$ cat src/rtl/sound_pkg.sv
// Shared types and default constants for the speaker mixer.
package sound_pkg;

   typedef enum logic [1:0] {
      IDLE = 2'd0,
      PLAY = 2'd1,
      GAP  = 2'd2
   } mixState_t;

   localparam int CLK_HZ      = 50_000_000;
   localparam int ACT_TIMEOUT = 300_000;
   localparam int GAP_CYCLES  = 5_000;

   localparam int SRC_HOP  = 0;
   localparam int SRC_WIN  = 1;
   localparam int SRC_LOSE = 2;

endpackage

$ cat src/rtl/src_activity.sv
// Per-source input register, toggle detector and activity timer.
// A source stays active for ACT_TIMEOUT cycles after its last edge.
module src_activity #(
   parameter int ACT_TIMEOUT = 300_000
) (
   input  logic clk,
   input  logic rst_n,
   input  logic srcIn,
   output logic srcQ,
   output logic active
);

   localparam int TW = $clog2(ACT_TIMEOUT + 1);
   localparam logic [TW-1:0] RELOAD = TW'(ACT_TIMEOUT);

   logic          srcPrev;
   logic          toggle;
   logic [TW-1:0] timer;

   assign toggle = srcQ ^ srcPrev;
   assign active = (timer != '0);

   always_ff @(posedge clk or negedge rst_n) begin
      if (!rst_n) begin
         srcQ    <= 1'b0;
         srcPrev <= 1'b0;
         timer   <= '0;
      end else begin
         srcQ    <= srcIn;
         srcPrev <= srcQ;
         if (toggle)
            timer <= RELOAD;
         else if (timer != '0)
            timer <= timer - TW'(1);
      end
   end

endmodule

$ cat src/rtl/sound_mixer.sv
// Priority arbiter for the speaker pin: highest active source index owns it,
// with a silent gap on ownership changes, then PWM volume gate and mute.
//
//   state | meaning
//   IDLE  | no source active, speaker silent
//   PLAY  | owner's square wave drives the speaker
//   GAP   | silent hold after an ownership switch
module sound_mixer #(
   parameter int N_SRC       = 3,
   parameter int ACT_TIMEOUT = sound_pkg::ACT_TIMEOUT,
   parameter int GAP_CYCLES  = sound_pkg::GAP_CYCLES,
   parameter int PWM_BITS    = 3,
   localparam int IW         = (N_SRC > 1) ? $clog2(N_SRC) : 1
) (
   input  logic                clk,
   input  logic                rst_n,
   input  logic [N_SRC-1:0]    src_sound,
   input  logic [PWM_BITS-1:0] volume,
   input  logic                mute,
   output logic                speaker_out,
   output logic [IW-1:0]       active_src,
   output logic                busy
);

   import sound_pkg::*;

   localparam int GW = (GAP_CYCLES > 1) ? $clog2(GAP_CYCLES) : 1;
   localparam logic [GW-1:0] GAP_LOAD = GW'(GAP_CYCLES - 1);

   logic [N_SRC-1:0]    srcQ;
   logic [N_SRC-1:0]    active;
   logic                anyActive;
   logic [IW-1:0]       winner;
   mixState_t           state, stateNxt;
   logic [IW-1:0]       owner, ownerNxt;
   logic [GW-1:0]       gapCnt, gapNxt;
   logic [PWM_BITS-1:0] pwmCnt;
   logic                gate;

   for (genvar g = 0; g < N_SRC; g++) begin : gSrc
      src_activity #(
         .ACT_TIMEOUT (ACT_TIMEOUT)
      ) uAct (
         .clk    (clk),
         .rst_n  (rst_n),
         .srcIn  (src_sound[g]),
         .srcQ   (srcQ[g]),
         .active (active[g])
      );
   end

   // later (higher) indices overwrite earlier ones
   always_comb begin
      winner    = '0;
      anyActive = |active;
      for (int i = 0; i < N_SRC; i++)
         if (active[i]) winner = IW'(i);
   end

   always_comb begin
      stateNxt = state;
      ownerNxt = owner;
      gapNxt   = gapCnt;
      case (state)
         IDLE: begin
            if (anyActive) begin
               stateNxt = PLAY;
               ownerNxt = winner;
            end
         end
         PLAY: begin
            if (!anyActive) begin
               stateNxt = IDLE;
               ownerNxt = '0;
            end else if (winner != owner) begin
               stateNxt = GAP;
               ownerNxt = winner;
               gapNxt   = GAP_LOAD;
            end
         end
         GAP: begin
            if (anyActive && (winner != owner)) begin
               ownerNxt = winner;
               gapNxt   = GAP_LOAD;
            end else if (gapCnt == '0) begin
               if (active[owner]) begin
                  stateNxt = PLAY;
               end else begin
                  stateNxt = IDLE;
                  ownerNxt = '0;
               end
            end else begin
               gapNxt = gapCnt - GW'(1);
            end
         end
         default: begin
            stateNxt = IDLE;
            ownerNxt = '0;
            gapNxt   = '0;
         end
      endcase
   end

   assign gate = (pwmCnt <= volume);

   always_ff @(posedge clk or negedge rst_n) begin
      if (!rst_n) begin
         state       <= IDLE;
         owner       <= '0;
         gapCnt      <= '0;
         pwmCnt      <= '0;
         speaker_out <= 1'b0;
      end else begin
         state       <= stateNxt;
         owner       <= ownerNxt;
         gapCnt      <= gapNxt;
         pwmCnt      <= pwmCnt + PWM_BITS'(1);
         speaker_out <= (state == PLAY) & srcQ[owner] & gate & ~mute;
      end
   end

   assign active_src = owner;
   assign busy       = (state != IDLE);

endmodule

$ cat config.mk
export PLATFORM = sky130hd
export DESIGN_NAME = sound_mixer
export DESIGN_NICKNAME = d
export VERILOG_FILES = /design/src/rtl/sound_pkg.sv /design/src/rtl/src_activity.sv /design/src/rtl/sound_mixer.sv
export SDC_FILE = /design/constraint.sdc
export NUM_CORES = 1
export LEC_CHECK = 0
export ABC_AREA = 1
export BUFFER_PORTS_ARGS = -buffer_cell sky130_fd_sc_hd__buf_2
export CORE_UTILIZATION = 36
export CTS_CLUSTER_DIAMETER = 50
export DETAILED_ROUTE_END_ITERATION = 10
export PLACE_DENSITY_LB_ADDON = 0.2
export SLEW_MARGIN = 20
export SYNTH_ARGS = -nofsm -noshare
export SYNTH_HDL_FRONTEND = slang
export SYNTH_SLANG_ARGS = --single-unit
$ cat constraint.sdc
create_clock -name clk -period 5.2 [get_ports clk]
set_input_delay 0 -clock clk [delete_from_list [all_inputs] [get_ports clk]]
set_output_delay 0 -clock clk [all_outputs]
set_load 0.02 [all_outputs]
# --- Yosys cells after proc, flatten, opt, wreduce, memory -nomap -nowiden ---
# Index checks and enable logic that the tools add are counted.
word_totals:
  word_cells: 86
  out_inout_bits: 4
  input_bits: 9
  register_bits: 84
classes:
  addsub: 5
  bitwise_logic: 8
  eq_ne: 12
  muxes: 31
  reduce_logical: 14
  order_cmp: 2
ops:
  columns: ["operator", "n"]
  rows:
  - ["$mux W19", 6]
  - ["$reduce_bool A19 Y1", 3]
  - ["$sub A19 B1 Y19 const B", 3]
  - ["$mux W13", 4]
  - ["$pmux W13 S3", 1]
  - ["$mux W2", 12]
  - ["$logic_not A13 Y1", 1]
  - ["$sub A13 B1 Y13 const B", 1]
  - ["$ne A3 B3 Y1 const B", 4]
  - ["$pmux W2 S3", 2]
  - ["$reduce_and A4 Y1", 3]
  - ["$ne A2 B2 Y1 const B", 5]
  - ["$reduce_bool A2 Y1", 4]
  - ["$bmux W1 S2", 2]
  - ["$mux W1", 4]
  - ["$add A3 B1 Y3 const B", 1]
  - ["$and A1 B1 Y1", 3]
  - ["$le A3 B3 Y1", 1]
  - ["$lt A2 B3 Y1 const B", 1]
  - ["$reduce_or A3 Y1", 1]
  - ["$xor A1 B1 Y1", 3]
  - ["$eq A2 B1 Y1 const B", 1]
  - ["$eq A2 B2 Y1 const B", 1]
  - ["$logic_not A2 Y1", 1]
  - ["3 further kinds", 4]

# --- Depth between registers and ports, before layout ---
logic_depth:
  ltp_word: 7
  ltp_mapped: 16

# --- By module ---
# A second synthesis with hierarchy kept.
unflattened:
  cells_unflattened: 710
  area_unflattened_um2: 5481.5
by_module_without_submodules:
  columns: ["mod", "area_per_inst_um2", "n_inst", "cells_per_inst"]
  rows:
  - ["src_activity", 1291.2, 3, 160]
  - ["sound_mixer", 1607.8, 1, 230]

# --- Worst setup path before layout ---
# Ideal clock, no wire load.
synth_path:
  path_type: "reg-to-reg"
  from: "register gSrc[2].uAct.timer[0]"
  to: "register gapCnt[2]"
  required_time_ns: 5.079
  synth_period_minus_slack_ns: 1.991
  setup_slack_ns: 3.209
  arrival_ns: 1.870
  setup_time_ns: 0.121
  stages_incl_launch_ff: 17
  cell_sequence: "dfrtp_1 -> inv_1 -> ha_1 -> nand2_2 -> nor2_4 -> nand2_2 -> nor2_8 -> nand2_4 -> nand2_1 -> nand2_1 -> nand3_1 -> nand2_2 -> nor2_4 -> nand2_4 -> buf_12 -> nand2_2 -> o21ai_2"
synth_via:
  elab_chain_len: 6
  word_cells_on_any_way: 11
synth_rtl:
  columns: ["item", "line_no", "rtl"]
  rows:
  - ["from (decl)", "src_activity.sv:18", "logic [TW-1:0] timer;"]
  - ["from (signal assigned)", "src_activity.sv:34", "timer <= timer - TW'(1);"]
  - ["$reduce_bool A19 Y1 *", "src_activity.sv:21", "assign active = (timer != '0);"]
  - ["$mux W2", "sound_mixer.sv:57", "if (active[i]) winner = IW'(i);"]
  - ["$ne A2 B2 Y1", "sound_mixer.sv:75, sound_mixer.sv:82", null]
  - ["$logic_and A1 B1 Y1", "sound_mixer.sv:82", "if (anyActive && (winner != owner)) begin"]
  - ["$ne A3 B3 Y1 (no source line) or $mux W13 (tied branches)", null, null]
  - ["$reduce_and A4 Y1 (no source line) or $pmux W13 S3 (tied branches)", null, null]
  - ["to (signal assigned)", "sound_mixer.sv:116", "gapCnt <= gapNxt;"]
  - ["to (decl)", "sound_mixer.sv:36", "logic [GW-1:0] gapCnt, gapNxt;"]
# Mark *: on every way between the ends. The rest lies on a longest branch, timed or not.
# A chain may end at the register's enable or synchronous reset.

# --- Worst setup path after layout ---
layout_path:
  from: "register gSrc[0].uAct.timer[0]"
  to: "register gapCnt[9]"
layout_via:
  elab_chain_len: 5
  word_cells_on_any_way: 8
layout_rtl:
  columns: ["item", "line_no", "rtl"]
  rows:
  - ["from (decl)", "src_activity.sv:18", null]
  - ["from (signal assigned)", "src_activity.sv:34", null]
  - ["$reduce_bool A19 Y1 *", "src_activity.sv:21", null]
  - ["$reduce_or A3 Y1 *", "sound_mixer.sv:55", "anyActive = |active;"]
  - ["$logic_and A1 B1 Y1", "sound_mixer.sv:82", null]
  - ["$ne A3 B3 Y1 (no source line) or $mux W13 (tied branches)", null, null]
  - ["$reduce_and A4 Y1 (no source line) or $pmux W13 S3 (tied branches)", null, null]
# Marked as above.

==> metrics <==
setup_tns=0 ns; post-layout util=0.422; endpoints failing hold=0; crit path time final=2.39 ns; final clock skew=0.00541 ns; maxcap violations=0; DR WL/cell=11.9 µm; met1 Usage GRT=0.199; grt peak-use layer=met2; DRC=0; antenna violations before repair=0; pin count of the biggest net entering global routing=62; Syn Inst Count=615; routed vias=3896; die extent in y=118 µm; Mean Syn Cell Area=7.85 µm²; P&R area growth vs syn=12.0%; worst rel slew slack=0.356; Hold WC Path Type=input port to flip-flop; CTS Buf Count=9; commonest cells after routing, fill and taps aside=inv_1, nand2_1, dfrtp_1, nor2_1, a21oi_1; area of the die=13900 µm²; Synth Cell Area=4830 µm²; vias per cell=4.79; fraction of layout cells with a size suffix above 1=0.111; FFs w/ async S/R, synth=1.00; grt met2 use=0.249; maximum fanout along the worst path=19; CP startpoint kind=flip-flop; fmax=419 MHz; PortBufs=12; CTS root buf=clkbuf_16; Iter 0 DRT Violations=184; Cell Rows=41; final RePlAce weighted congestion=0.795; Design Area, Final=5410 µm²; worst slack, placed=2.80 ns; path type of the worst setup path=flip-flop to flip-flop; diode count=0; first-pass GRT wire length=17400 µm; period utilisation layout=0.459; Sink Count=84; WHS=0.0110 ns; nets=658; power density over the cells=424 nW/µm²; CTS tree=yes; number of setup violations in the final report=0; Final ANT Viol Nets=0; fin. max-slew vios=0; Total GRT Usage=0.154; # hold bufs at CTS=4; Post-Place Cell Area=5070 µm²; Slew @ Worst Pin=0.959 ns; FF+latch count, synth=84; DP Cell Count=794; Syn Nets=636; Worst setup EP type=flip-flop; gr ovfl total=0; H-tree depth=3; Arrival @ worst endpoint=2.65 ns; WP data required=5.46 ns; met3 usage=0.0412; register area share after synthesis=0.435; ys flop type=dfrtp_1; DRT Pass-1 Iters=4; final WL=9700 µm; unrepaired setup endpoints after global routing=no; Starting Density=0.377; total power draw=2.29 mW; post_cts resized=0; I/O Pins=13; Post-synth EDFFs=0; Post-DP HPWL=6880 µm; Fillers=1357; Die Width=118 µm; post-CTS setup buffer count=0; maximum VDD drop=0.267 mV; status=finished clean; Lkg Pwr=2.48 nW; Core ar.=12800 µm²; Worst-path clk slew=0.06 ns; Synth cell types=44; final worst slack=2.81 ns; Worst-Skew Late Latency=0.34 ns; CTS max path bufs=2; non-filler cells, final=814; vias in the first global route=3804; warnings from Yosys=0
==> state kept, by name, summed over array words and instances, names as in the netlist <==
name / cells
gSrc.uAct.timer: 57
gapCnt: 13
gSrc.uAct.srcPrev: 3
gSrc.uAct.srcQ: 3
pwmCnt: 3
active_src: 2
state: 2
speaker_out: 1
==> power breakdown <==
group / internal, mW / switching [mW] / total, mW
combinational: 0.284 / 0.538 / 0.823
clock: 0.385 / 0.259 / 0.644
sequential: 0.741 / 0.0870 / 0.828
==> routing by layer <==
layer / part of all wire / vias up
li1: - / 2039
met1: 0.50 / 1815
met2: 0.46 / 32
met3: 0.028 / 10
met4: 0.014 / 0
met5: 0 / -
==> layout make-up <==
cell class	instances	area [µm²]	share of cell area
multi-input cells	421	2290	0.424
clock buffers	12	246	0.0456
well taps	172	215	0.0398
flip-flops and latches	84	2100	0.389
repair buffers	18	118	0.0217
inverters	103	387	0.0715
clock inverters	4	48.8	0.00902
==> worst max-delay path, stage by stage (launching register included) <==
cell and delay, ns:
dfrtp_1 0.38, inv_1 0.08, ha_1 0.19, nand3_1 0.10, inv_1 0.10, nand2_1 0.08
nor2_1 0.14, nand3_1 0.14, nor2_1 0.19, nand2_1 0.15, nand2_4 0.21, nand3_4 0.11
nand2_4 0.27, nand2_1 0.08, o21ai_1 0.09
==> worst paths after layout <==
check	startpoint	endpoint	slack (ns)	cells past startpoint
setup / recovery	gSrc[0].uAct.timer[0]$_DFFE_PN0P_	gapCnt[9]$_DFFE_PN0P_	2.81	14
hold / removal	mute	speaker_out$_DFF_PN0_	0.01	4
setup reg to reg	gSrc[0].uAct.timer[0]$_DFFE_PN0P_	gapCnt[9]$_DFFE_PN0P_	2.81	14
hold reg to reg	gSrc[1].uAct.srcQ$_DFF_PN0_	gSrc[1].uAct.srcPrev$_DFF_PN0_	0.42	0
max in group asynchronous	rst_n	gSrc[0].uAct.timer[17]$_DFFE_PN0P_	4.03	3
min in group asynchronous	rst_n	gSrc[1].uAct.timer[9]$_DFFE_PN0P_	0.09	2
==> cell usage after synthesis (all sizes together) (4+ instances only) <==
master / count / area share
nor4: 6 / 0.0078
nand4: 14 / 0.018
inv: 101 / 0.078
a21oi: 38 / 0.039
nor3: 14 / 0.016
xor2: 11 / 0.020
nand3: 39 / 0.050
ha: 12 / 0.031
nand2: 114 / 0.098
xnor2: 9 / 0.016
o21ai: 49 / 0.057
o21a: 7 / 0.011
nor2: 88 / 0.081
clkbuf: 4 / 0.0031
dfrtp: 84 / 0.44
==> logic make-up after synthesis <==
family          after synthesis  synth area share
fa+ha+maj                    12            0.0311
flops                        84             0.435
xor+xnor                     20            0.0363
compound gates              108             0.129
simple gates                281             0.279
buf+inv                     110            0.0899
Power figures use the tool's default switching activity.
